===== src/rtl/char_min_select.sv =====
// Per-position minimum-difference template tracker for one plate frame.
// Emits the packed best index/diff vectors with a one-cycle valid pulse.
module char_min_select #(
  parameter int              CHAR_NUM     = 7,
  parameter int              IDX_W        = 4,
  parameter int              DIFF_W       = 16,
  parameter logic [IDX_W-1:0] NO_MATCH_IDX = 4'hA
) (
  input  logic                       clk,
  input  logic                       srst,
  input  logic                       frame_start,
  input  logic                       frame_end,
  input  logic                       cmp_valid,
  input  logic [2:0]                 cmp_pos,
  input  logic [IDX_W-1:0]           cmp_idx,
  input  logic [DIFF_W-1:0]          cmp_diff,
  output logic [CHAR_NUM*IDX_W-1:0]  char_index_c,
  output logic [CHAR_NUM*DIFF_W-1:0] char_diff_c,
  output logic                       char_valid_c,
  output logic                       busy,
  output logic                       pos_err
);

  typedef enum logic [1:0] {
    IDLE    = 2'd0,
    COLLECT = 2'd1,
    OUTPUT  = 2'd2
  } state_t;

  state_t r_state;
  state_t w_state_nxt;

  logic [CHAR_NUM-1:0][IDX_W-1:0]  r_min_idx;
  logic [CHAR_NUM-1:0][DIFF_W-1:0] r_min_diff;
  logic [CHAR_NUM-1:0][IDX_W-1:0]  w_idx_upd;
  logic [CHAR_NUM-1:0][DIFF_W-1:0] w_diff_upd;
  logic [CHAR_NUM-1:0][IDX_W-1:0]  r_out_idx;
  logic [CHAR_NUM-1:0][DIFF_W-1:0] r_out_diff;
  logic                            r_pos_err;
  logic                            w_pos_ok;

  assign w_pos_ok = ({29'd0, cmp_pos} < 32'(CHAR_NUM));

  // Candidate min set including this cycle's sample; ties keep the older entry.
  always_comb begin
    w_idx_upd  = r_min_idx;
    w_diff_upd = r_min_diff;
    for (int i = 0; i < CHAR_NUM; i++) begin
      if (cmp_valid && ({29'd0, cmp_pos} == 32'(i)) &&
          (cmp_diff < r_min_diff[i])) begin
        w_idx_upd[i]  = cmp_idx;
        w_diff_upd[i] = cmp_diff;
      end
    end
  end

  always_comb begin
    w_state_nxt = r_state;
    unique case (r_state)
      IDLE: begin
        if (frame_start) w_state_nxt = COLLECT;
      end
      COLLECT: begin
        if (frame_start)    w_state_nxt = COLLECT;
        else if (frame_end) w_state_nxt = OUTPUT;
      end
      OUTPUT:  w_state_nxt = IDLE;
      default: w_state_nxt = IDLE;
    endcase
  end

  always_ff @(posedge clk) begin
    if (srst) begin
      r_state    <= IDLE;
      r_min_idx  <= {CHAR_NUM{NO_MATCH_IDX}};
      r_min_diff <= '1;
      r_out_idx  <= {CHAR_NUM{NO_MATCH_IDX}};
      r_out_diff <= '1;
      r_pos_err  <= 1'b0;
    end else begin
      r_state <= w_state_nxt;
      unique case (r_state)
        IDLE: begin
          if (frame_start) begin
            r_min_idx  <= {CHAR_NUM{NO_MATCH_IDX}};
            r_min_diff <= '1;
            r_pos_err  <= 1'b0;
          end
        end
        COLLECT: begin
          if (frame_start) begin
            r_min_idx  <= {CHAR_NUM{NO_MATCH_IDX}};
            r_min_diff <= '1;
            r_pos_err  <= 1'b0;
          end else begin
            r_min_idx  <= w_idx_upd;
            r_min_diff <= w_diff_upd;
            if (cmp_valid && !w_pos_ok) r_pos_err <= 1'b1;
            if (frame_end) begin
              r_out_idx  <= w_idx_upd;
              r_out_diff <= w_diff_upd;
            end
          end
        end
        default: ;
      endcase
    end
  end

  assign char_index_c = r_out_idx;
  assign char_diff_c  = r_out_diff;
  assign char_valid_c = (r_state == OUTPUT);
  assign busy         = (r_state == COLLECT);
  assign pos_err      = r_pos_err;

endmodule


===== config.mk =====
export PLATFORM = sky130hd
export DESIGN_NAME = char_min_select
export DESIGN_NICKNAME = d
export VERILOG_FILES = /design/src/rtl/char_min_select.sv
export SDC_FILE = /design/constraint.sdc
export NUM_CORES = 1
export LEC_CHECK = 0
export ABC_AREA = 1
export BUFFER_PORTS_ARGS = -buffer_cell sky130_fd_sc_hd__buf_2
export CORE_MARGIN = 5
export CORE_UTILIZATION = 46
export CTS_CLUSTER_DIAMETER = 120
export DETAILED_ROUTE_END_ITERATION = 10
export GPL_TIMING_DRIVEN = 1
export PLACE_DENSITY_LB_ADDON = 0.25
export SYNTH_ARGS = -nofsm -noshare
export SYNTH_HDL_FRONTEND = slang
export SYNTH_SLANG_ARGS = --single-unit

===== constraint.sdc =====
create_clock -name clk -period 2.55 [get_ports clk]
set_clock_uncertainty 0.1 [all_clocks]
set_input_delay 0.51 -clock clk [delete_from_list [all_inputs] [get_ports clk]]
set_output_delay 0.51 -clock clk [all_outputs]
set_load 0.05 [all_outputs]

==> key figures <==
Outcome
  • Status: finished clean

Power and ir drop
  • Leak: between 8 and 9 nW
  • PwrDens: around 640 nW/um^2
  • Maximum vdd drop: 0.456 mV
  • Pwr Total: 10.6 mW

Placement
  • Post-DP HPWL: 29.6 mm
  • GPL Wtd Cong: 0.904
  • Placed Cells: 2435
  • Port buffer count: between 150 and 200

Cells and area
  • Layout Area Growth over Synthesis: 19.0%
  • Commonest non-fill, non-tap cell in the layout: nand2_1
  • Post-Layout Cell Count: 2488
  • Diode count: 0
  • Final Core Density: 0.550
  • Layout cell share with drive strength beyond 1: 0.188
  • Post-layout net count: 2204
  • Most frequent cells in the layout: 354 x nand2_1, 305 x a21oi_1, 283 x dfxtp_1, 195 x inv_1, 169 x buf_2

Logic synthesis
  • Sequential fraction of the synthesis area: 0.403
  • Yosys warns: 0
  • Mapped Cells: around 1.9k
  • Number of synthesized register bits: 283
  • Share of the synthesized area in the top cell type: 0.403
  • Synthesized area: between 10000 and 15000 um^2
  • Synth area leader: dfxtp_1
  • Post-synthesis net count: 2019
  • Mean post-synth cell area: 7.45 um^2
  • Main area contributors after synthesis: dfxtp_1 40%, a21oi_1 11%, nand2_1 9.5%
  • Yosys cell types: 29

Setup path
  • Worst Setup Path Type: reg2reg
  • Type of origin of the critical path: flip-flop
  • Setup crit end kind: flip-flop
  • Crit path arrival time: 2760 ps
  • Worst Path Max Fanout: 30
  • WP data required: 2890 ps

STA
  • Post-route setup TNS: 0 ps
  • Period utilization: 0.951
  • Fin. Hold Viols: 0
  • Tmin final: 2430 ps
  • Final slew viol count: 0
  • Final setup vio count: 0
  • Slew HR: 0.385
  • Fmax: just over 400 MHz
  • RSZ-0062 raised after global routing: no
  • Slew @ Worst Pin: 921 ps

Floorplanning
  • Die Y: 185 um
  • Row cnt: 64
  • # IOs: around 170
  • Initial Util: 0.463
  • Die width: 185 um
  • Die area: 34100 um^2
  • CORE AREA: 30300 um^2

Clock tree
  • Setup bufs post-CTS: 0
  • CTS tree: built
  • Worst-path clk slew: 60 ps
  • Sink Count: 283
  • Total CTS buffers: 30
  • Root Buffer: clkbuf_16
  • Clk Latency, worst-skew pair: 550 ps
  • Hold Buf Count CTS: 0
  • Max Buffers Root-to-Sink: 3
  • Post_cts resized: 0
  • Clock H-tree levels: 1

Global route
  • Antenna violations before repair: 0
  • First-pass GRT wire length: approximately 67 mm
  • All-Layer GR Usage: 0.245
  • Overflow after GRT: 0
  • Largest net degree at the start of global routing: roughly 210
  • Vias in the first global route: roughly 12k

Hold path
  • Hold WC Path Type: in2reg

Routing
  • Detail Route Antenna Nets: 0
  • DR DRC count: 0
  • DRT iter0 DRCs: 1052
  • Routed length per instance: 17.1 um
  • Via density: 5.26
  • Via count: 13.1k
  • Final wirelength: 42.6 mm
  • DRT Pass-1 Iters: 5

Job
  • Max Cap Violations: 0
-- metrics by stage --
stage / hold WS [ps] / setup WS, ps / cell area, um^2
CTS: 146 / 158 / 16700
detailed placement: 353 / -128 / 15700
floorplan: 337 / 503 / 14000
global route: 155 / 59.6 / 16700
global placement: 346 / -79.6 / 15700
finish: 164 / 124 / 16700
-- cell usage after synthesis (all sizes together) --
library cell and n:
nand3 67, o22ai 1, a211oi 2, a21oi 305, nor3 6, buf 40
ha 105, or2 1, nor2 63, inv 198, a21o 1, o21ai 354
dfxtp 283, o21a 4, o211ai 1, clkbuf 77, nand4 7, nand2 371
-- kinds of logic after synthesis --
logic type | Yosys count | share of synthesized area
adder cells (fa/ha/maj) | 105 | 0.0936
flip-flops | 283 | 0.403
AO/OA/AOI/OAI | 668 | 0.253
AND/OR/NAND/NOR | 515 | 0.152
buffers and inverters | 315 | 0.0975
-- layer usage --
| layer | vias to the layer above | track usage | wire (um) |
|---|---|---|---|
| met5 | - | 0 | 0 |
| met2 | 414 | 0.409 | 19700 |
| li1 | 6682 | - | - |
| met3 | 73 | 0.0326 | 2810 |
| met1 | 5924 | 0.330 | 18600 |
| met4 | 0 | 0.0807 | 1510 |
-- worst paths after layout --
kind / start / endpoint / slack, ps / cells past startpoint
setup / recovery: r_state[1] / r_min_diff[71] / 120 / 7
hold / removal: frame_end / r_state[0] / 160 / 2
setup reg to reg: r_state[1] / r_min_diff[71] / 120 / 7
hold reg to reg: char_diff_c[100] / char_diff_c[100] / 360 / 2
-- critical path: stages (launching register included) --
cell and delay (ps):
dfxtp_1 360, inv_2 80, nand2_8 70, inv_1 110, nor2_4 710, inv_1 580, nand2_1 200, nand2_1 60
-- sequential cells by signal, indices dropped and copies added (netlist names) --
signal / cells
r_min_idx: 28
char_index_c: 28
char_diff_c: 112
r_min_diff: 112
r_state: 2
pos_err: 1
-- cell type report --
class,instances,area (um^2)
fill,2936,13600
tap,396,495
sequential,283,5670
inverter,198,743
clock inverter,8,77.6
clock buffer,45,888
multi-input combinational,1288,7040
timing repair buffer,270,1790
-- power by group --
part           switching [mW]  internal, mW
Clock                    1.81          2.50
Combinational            1.14         0.467
Sequential             0.0999          4.60
Note: power is estimated with default switching activity, not from simulation.
